[config.mk]
export PLATFORM = sky130hd
export DESIGN_NAME = debounce_multi
export DESIGN_NICKNAME = d
export VERILOG_FILES = /design/src/rtl/debounce_pkg.sv /design/src/rtl/debounce_chan.sv /design/src/rtl/debounce_multi.sv
export SDC_FILE = /design/constraint.sdc
export NUM_CORES = 1
export LEC_CHECK = 0
export BUFFER_PORTS_ARGS = -buffer_cell sky130_fd_sc_hd__buf_2
export CORE_ASPECT_RATIO = 1.25
export CORE_MARGIN = 2
export CORE_UTILIZATION = 55
export CTS_CLUSTER_SIZE = 28
export DETAILED_ROUTE_END_ITERATION = 10
export PLACE_DENSITY = 0.73
export SKIP_LAST_GASP = 1
export SLEW_MARGIN = 40
export SYNTH_ARGS = -nofsm -noshare
export SYNTH_HDL_FRONTEND = slang
export SYNTH_HIERARCHICAL = 1
export SYNTH_SLANG_ARGS = --single-unit
[constraint.sdc]
create_clock -name clk -period 2.5 [get_ports clk]
set_clock_uncertainty 0.1 [all_clocks]
set_input_delay 0.25 -clock clk [delete_from_list [all_inputs] [get_ports clk]]
set_output_delay 0.25 -clock clk [all_outputs]
set_load 0.02 [all_outputs]
[src/rtl/debounce_pkg.sv]
// debounce_pkg: shared types and helpers for the switch/button debouncer.
// Latency: n/a (declarations only).
// Backpressure: n/a.
// Contents: db_state_t per-channel FSM state, its encodings, and db_cycles(),
// which converts a clock frequency and a hold time into a cycle count.
package debounce_pkg;

  localparam logic [1:0] ST_STABLE0_ENC = 2'd0;
  localparam logic [1:0] ST_DETECT1_ENC = 2'd1;
  localparam logic [1:0] ST_STABLE1_ENC = 2'd2;
  localparam logic [1:0] ST_DETECT0_ENC = 2'd3;

  typedef enum logic [1:0] {
    ST_STABLE0 = ST_STABLE0_ENC,
    ST_DETECT1 = ST_DETECT1_ENC,
    ST_STABLE1 = ST_STABLE1_ENC,
    ST_DETECT0 = ST_DETECT0_ENC
  } db_state_t;

  // Cycles in a window of 'us' microseconds at 'mhz' MHz.
  function automatic int unsigned db_cycles(input int unsigned mhz, input int unsigned us);
    return mhz * us;
  endfunction

endpackage

[src/rtl/debounce_chan.sv]
// debounce_chan: one debouncer channel (optional 2-flop sync, FSM, hold counter).
// Latency: out/rise/fall update DB_CYCLES edges after the first differing sample (+2 with sync).
// Backpressure: none; the input is sampled every cycle.
// Ports: clk, reset_n (async active-low), in (raw level), out (clean level),
//        rise/fall (one-cycle commit pulses), pending (qualifying a change).
// Optional sync stage enabled by defining DEBOUNCE_MULTI_SYNC_EN.
module debounce_chan
  import debounce_pkg::*;
#(
  parameter int unsigned DB_CYCLES   = 8,
  parameter int unsigned CNT_W       = 3,
  parameter bit          RESET_LEVEL = 1'b0
) (
  input  logic clk,
  input  logic reset_n,
  input  logic in,
  output logic out,
  output logic rise,
  output logic fall,
  output logic pending
);

  localparam db_state_t        RST_STATE = RESET_LEVEL ? ST_STABLE1 : ST_STABLE0;
  localparam logic [CNT_W-1:0] CNT_LAST  = CNT_W'(DB_CYCLES - 1);

  logic s;

`ifdef DEBOUNCE_MULTI_SYNC_EN
  logic [1:0] sync_q, sync_d;

  always_comb begin
    sync_d = {sync_q[0], in};
  end

  always_ff @(posedge clk or negedge reset_n) begin
    if (!reset_n) sync_q <= {2{RESET_LEVEL}};
    else          sync_q <= sync_d;
  end

  assign s = sync_q[1];
`else
  assign s = in;
`endif

  db_state_t        state_q, state_d;
  logic [CNT_W-1:0] cnt_q, cnt_d;
  logic             out_q, out_d;
  logic             rise_q, rise_d;
  logic             fall_q, fall_d;
  logic             pending_q, pending_d;

  always_comb begin
    state_d = state_q;
    cnt_d   = cnt_q;
    out_d   = out_q;
    rise_d  = 1'b0;
    fall_d  = 1'b0;
    case (state_q)
      ST_STABLE0: begin
        cnt_d = '0;
        if (s) state_d = ST_DETECT1;
      end
      ST_DETECT1: begin
        if (!s) begin
          // Bounce back to the old level: abandon silently.
          state_d = ST_STABLE0;
          cnt_d   = '0;
        end else if (cnt_q == CNT_LAST) begin
          state_d = ST_STABLE1;
          cnt_d   = '0;
          out_d   = 1'b1;
          rise_d  = 1'b1;
        end else begin
          cnt_d = cnt_q + CNT_W'(1);
        end
      end
      ST_STABLE1: begin
        cnt_d = '0;
        if (!s) state_d = ST_DETECT0;
      end
      ST_DETECT0: begin
        if (s) begin
          state_d = ST_STABLE1;
          cnt_d   = '0;
        end else if (cnt_q == CNT_LAST) begin
          state_d = ST_STABLE0;
          cnt_d   = '0;
          out_d   = 1'b0;
          fall_d  = 1'b1;
        end else begin
          cnt_d = cnt_q + CNT_W'(1);
        end
      end
      default: begin
        state_d = RST_STATE;
        cnt_d   = '0;
        out_d   = RESET_LEVEL;
      end
    endcase
    // Registered from the next state so pending lines up with the FSM.
    pending_d = (state_d == ST_DETECT1) || (state_d == ST_DETECT0);
  end

  always_ff @(posedge clk or negedge reset_n) begin
    if (!reset_n) begin
      state_q   <= RST_STATE;
      cnt_q     <= '0;
      out_q     <= RESET_LEVEL;
      rise_q    <= 1'b0;
      fall_q    <= 1'b0;
      pending_q <= 1'b0;
    end else begin
      state_q   <= state_d;
      cnt_q     <= cnt_d;
      out_q     <= out_d;
      rise_q    <= rise_d;
      fall_q    <= fall_d;
      pending_q <= pending_d;
    end
  end

  assign out     = out_q;
  assign rise    = rise_q;
  assign fall    = fall_q;
  assign pending = pending_q;

endmodule

[src/rtl/debounce_multi.sv]
// debounce_multi: CHANNELS independent switch/button debouncers.
// Latency: DB_CYCLES edges from first differing sample to commit (+2 with DEBOUNCE_MULTI_SYNC_EN).
// Backpressure: none; every input is sampled every cycle.
// Ports: clk, reset_n (async active-low), in[CHANNELS] raw, out[CHANNELS] clean,
//        rise/fall[CHANNELS] one-cycle edge pulses, pending[CHANNELS] qualifying.
// Define DEBOUNCE_MULTI_SYNC_EN to put a 2-flop synchroniser on every input.
module debounce_multi
  import debounce_pkg::*;
#(
  parameter int unsigned CHANNELS    = 4,
  parameter int unsigned CLKSPDMHZ   = 100,
  parameter int unsigned DELAYUS     = 5000,
  parameter bit          RESET_LEVEL = 1'b0
) (
  input  logic                clk,
  input  logic                reset_n,
  input  logic [CHANNELS-1:0] in,
  output logic [CHANNELS-1:0] out,
  output logic [CHANNELS-1:0] rise,
  output logic [CHANNELS-1:0] fall,
  output logic [CHANNELS-1:0] pending
);

  localparam int unsigned DB_CYCLES = db_cycles(CLKSPDMHZ, DELAYUS);
  localparam int unsigned CNT_W     = $clog2(DB_CYCLES);

  if (DB_CYCLES < 2) begin : g_bad_cycles
    $error("debounce_multi: CLKSPDMHZ*DELAYUS must be at least 2");
  end
  if (CHANNELS < 1) begin : g_bad_channels
    $error("debounce_multi: CHANNELS must be at least 1");
  end

  for (genvar i = 0; i < CHANNELS; i++) begin : g_chan
    debounce_chan #(
      .DB_CYCLES  (DB_CYCLES),
      .CNT_W      (CNT_W),
      .RESET_LEVEL(RESET_LEVEL)
    ) u_chan (
      .clk    (clk),
      .reset_n(reset_n),
      .in     (in[i]),
      .out    (out[i]),
      .rise   (rise[i]),
      .fall   (fall[i]),
      .pending(pending[i])
    );
  end

endmodule
==> results.ini <==
[cells_and_area]
finished_layout_cell_area_mm2=0.00519
fill_cells=739
antenna-diode-count=0
syn_to_final_growth_pct=8.19
layout-drive-gt1-share_pct=11.6
design.final.nets=516
final_core_util_pct=60.6

[timing]
max_slew.worst_pin.slew_ps=584
final-hold-violation-count=0
final_max_slew_viol_count=0
max-slew-margin-rel_pct=61.1
finalSetupViolCount=0
final_min_period_over_clock_period_pct=86.5
setup_tns_ps=0
grt_setup_unrepaired=false
finalWorstPathRequiredPeriod_ps=2160
max_freq_mhz=462

[setup_path]
endpoint_kind=flip-flop
criticalPathCategory=reg -> reg
worstRegToRegCells=4
cp_cell_sequence=or4_4, or2_4, or4_4, nor3b_1
timing.critical_path.required_ps=2670
timing.critical_path.arrival_ps=2340
cp-start-kind=flip-flop
crit_slowest_cell=or4_4
critical_path.max_stage_delay_ps=560
r2r-end=g_chan[3].u_chan/fall
maximum_fanout_encountered_on_the_critical_timing_path=4
reg2reg_from=g_chan[3].u_chan/cnt_q[12]
critical_path.most_common_cell=or4_4
timing_startpoint_of_the_critical_path=g_chan[3].u_chan/cnt_q[12]
setup.reg_to_reg.worst_slack_ps=340
timing.critical_path.to=g_chan[3].u_chan/fall

[synth]
synth-seq-cells=97
synthCells=482
syn_nets=492
ys_seq_area_share_pct=50.6
synth_top_area_share_pct=50.6
synth_enable_flop_cells=0
yosysWarningCount=6
synthesis.area_mm2=0.00480
dominantRegCellSynth=dfrtp_1
synth_top_cell_by_area=dfrtp_1
synth.top_cells.by_area=dfrtp_1, xnor2_1, nor2_1
avgSynthCellArea_um2=9.95
postSynth.asyncResetShare_pct=100
synth.distinct_cells=41

[clock_tree]
tritoncts=done
clock_latency_ps=360
clk_root_buffer_cell=clkbuf_8
cts_num_sinks=97
clk_transition_reported_paths_ps=90
cts_setup_buffers=0
cts_buffer_depth=2
cts_h_tree_depth=3
cts_made_buffers=9

[die]
initial_core_util_pct=56.0
fp.dieH_um=108
die-area_mm2=0.00949
fp.coreArea_mm2=0.00856
num_io_pins=22
fp-row-count=38
die_width_um=87.5

[place]
hpwl_mm=6.05
placed_area_mm2=0.00497
gpl.final_weighted_congestion=0.810
buffer_ports.inserted=21

[drt]
drt_drc_violations_left=0
postRouteWirelength_mm=8.78
route.detailed.vias_per_inst=5.97
final_antenna_net_count=0
drt_first_pass_iters=5
vias=3637
routedWlPerCell_um=14.4
initialDrtViolationCount=213

[global_routing]
grt_antenna_before_repair=0
largest_net_degree_at_the_start_of_global_routing=53
grt_usage_pct=20.0
grt-ovfl-total=0
first_global_vias=3524
global_route_wire_length_before_repair_mm=15.2

[min_path]
holdCritPathClass=in -> reg

[run]
number_of_max_cap_violations=0

[power_and_ir_drop]
power_density_mw_per_mm2=527
pwr-share-clk_pct=35.4
power_w=0.00273
internal-power_w=0.00209
p_seq_share_pct=59.3
vdd_drop_max_mv=0.278
switching_share_pct=23.5
p_leak_nw=2.10
share_comb_of_total_power_pct=5.4
power.net_switching_w=0.000643

[outcome]
outcome=complete, no violations

-- per-stage QoR --
| step | std cells | hold slack [ps] | setup slack, ps |
|---|---|---|---|
| 2_1_floorplan | 482 | -146 | 431 |
| 3_3_place_gp | 591 | 187 | 406 |
| 3_5_place_dp | 591 | 197 | 379 |
| 4_1_cts | 609 | 13.9 | 348 |
| 5_1_grt | 609 | 29.4 | 257 |
| 6_report | 609 | 21.3 | 336 |
-- state kept, by name, summed over array words and instances (netlist names) --
name and count:
g_chan.u_chan/cnt_q 76, g_chan.u_chan/rise 4, g_chan.u_chan/out 4, g_chan.u_chan/pending 1, g_chan.u_chan/state_q 8, g_chan.u_chan/fall 4
-- cells in the mapped netlist, types with 4 or more instances --
cell and n:
dfrtp_1 97, nor2_1 64, nand3_1 45, xnor2_1 30, xor2_1 26, inv_1 18, nand2_1 18, and3_1 16
a21oi_1 15, nor3_1 14, nor4_1 13, or3_1 12, nand4_1 11, nor3b_1 8, o21ai_0 8, o31ai_1 7
or4_1 7, and2_1 6, buf_2 6, or2_2 6, clkbuf_1 5, a2bb2oi_1 4, a41oi_1 4, ha_1 4
mux2_2 4, nand4b_1 4
-- metal layers --
| layer | part of all wire [%] | GRT usage [%] |
|---|---|---|
| met1 | 43 | 23.4 |
| met2 | 53 | 36.1 |
| met3 | 2.2 | 2.98 |
| met4 | 1.6 | 8.46 |
| met5 | 0 | 0 |
-- cell type report --
class / count / area [µm²] / share of cell area (%)
Inverter: 18 / 67.6 / 1.30
Clock buffer: 11 / 131 / 2.53
Timing Repair Buffer: 28 / 183 / 3.52
Clock inverter: 3 / 43.8 / 0.844
Sequential cell: 97 / 2430 / 46.8
Multi-Input combinational cell: 352 / 2210 / 42.6
Tap cell: 100 / 125 / 2.41
-- cells by family (layout without fill, tap and decap cells) --
family / after synthesis / in the layout / share of synthesized area [%]
adder cells (fa/ha/maj): 4 / 4 / 1.04
XOR/XNOR: 56 / 56 / 10.2
multiplexers: 5 / 5 / 1.15
AO/OA/AOI/OAI: 43 / 43 / 5.87
AND/OR/NAND/NOR: 244 / 244 / 27.8
buffers and inverters: 33 / 60 / 3.29
flip-flops: 97 / 97 / 50.6
-- cell usage in the layout, fill, tap and decap left out, types with 15 or more instances in the layout --
cell / netlist / layout
a21oi_1: 15 / 15
and3_1: 16 / 16
buf_2: 6 / 20
dfrtp_1: 97 / 97
inv_1: 18 / 18
nand2_1: 18 / 18
nand3_1: 45 / 45
nor2_1: 64 / 64
xnor2_1: 30 / 30
xor2_1: 26 / 26
-- worst max-delay path, delay by kind of cell (launching register included) --
kind / cells / cell delay (ps)
AND/OR/NAND/NOR: 4 / 1560
flip-flops: 1 / 430
-- power by group through the flow --
stage | logic (W) | registers, W | clock network, W
after floorplan | 0.0000825 | 0.00165 | 0
after global placement | 0.000142 | 0.00165 | 0
after detailed placement | 0.000147 | 0.00165 | 0
after CTS | 0.000151 | 0.00162 | 0.00101
after global routing | 0.000168 | 0.00163 | 0.00106
final | 0.000147 | 0.00162 | 0.000967
-- worst min-delay path by stage --
stage / startpoint / end / slack (ps) / cells past startpoint
3_5_place_dp: reset_n / g_chan[1].u_chan/cnt_q[13] / 200 / 1
5_1_grt: in[2] / g_chan[2].u_chan/fall / 30 / 2
2_1_floorplan: reset_n / g_chan[0].u_chan/cnt_q[0] / -150 / 0
3_3_place_gp: reset_n / g_chan[1].u_chan/cnt_q[13] / 190 / 1
4_1_cts: in[2] / g_chan[2].u_chan/fall / 10 / 2
6_report: in[2] / g_chan[2].u_chan/fall / 20 / 2
-- repair_timing --
action	4_1_cts	5_1_grt
resized for setup	0	0
hold endpoints to repair	48	0
hold buffers	4	0
Power figures use the tool's default switching activity.
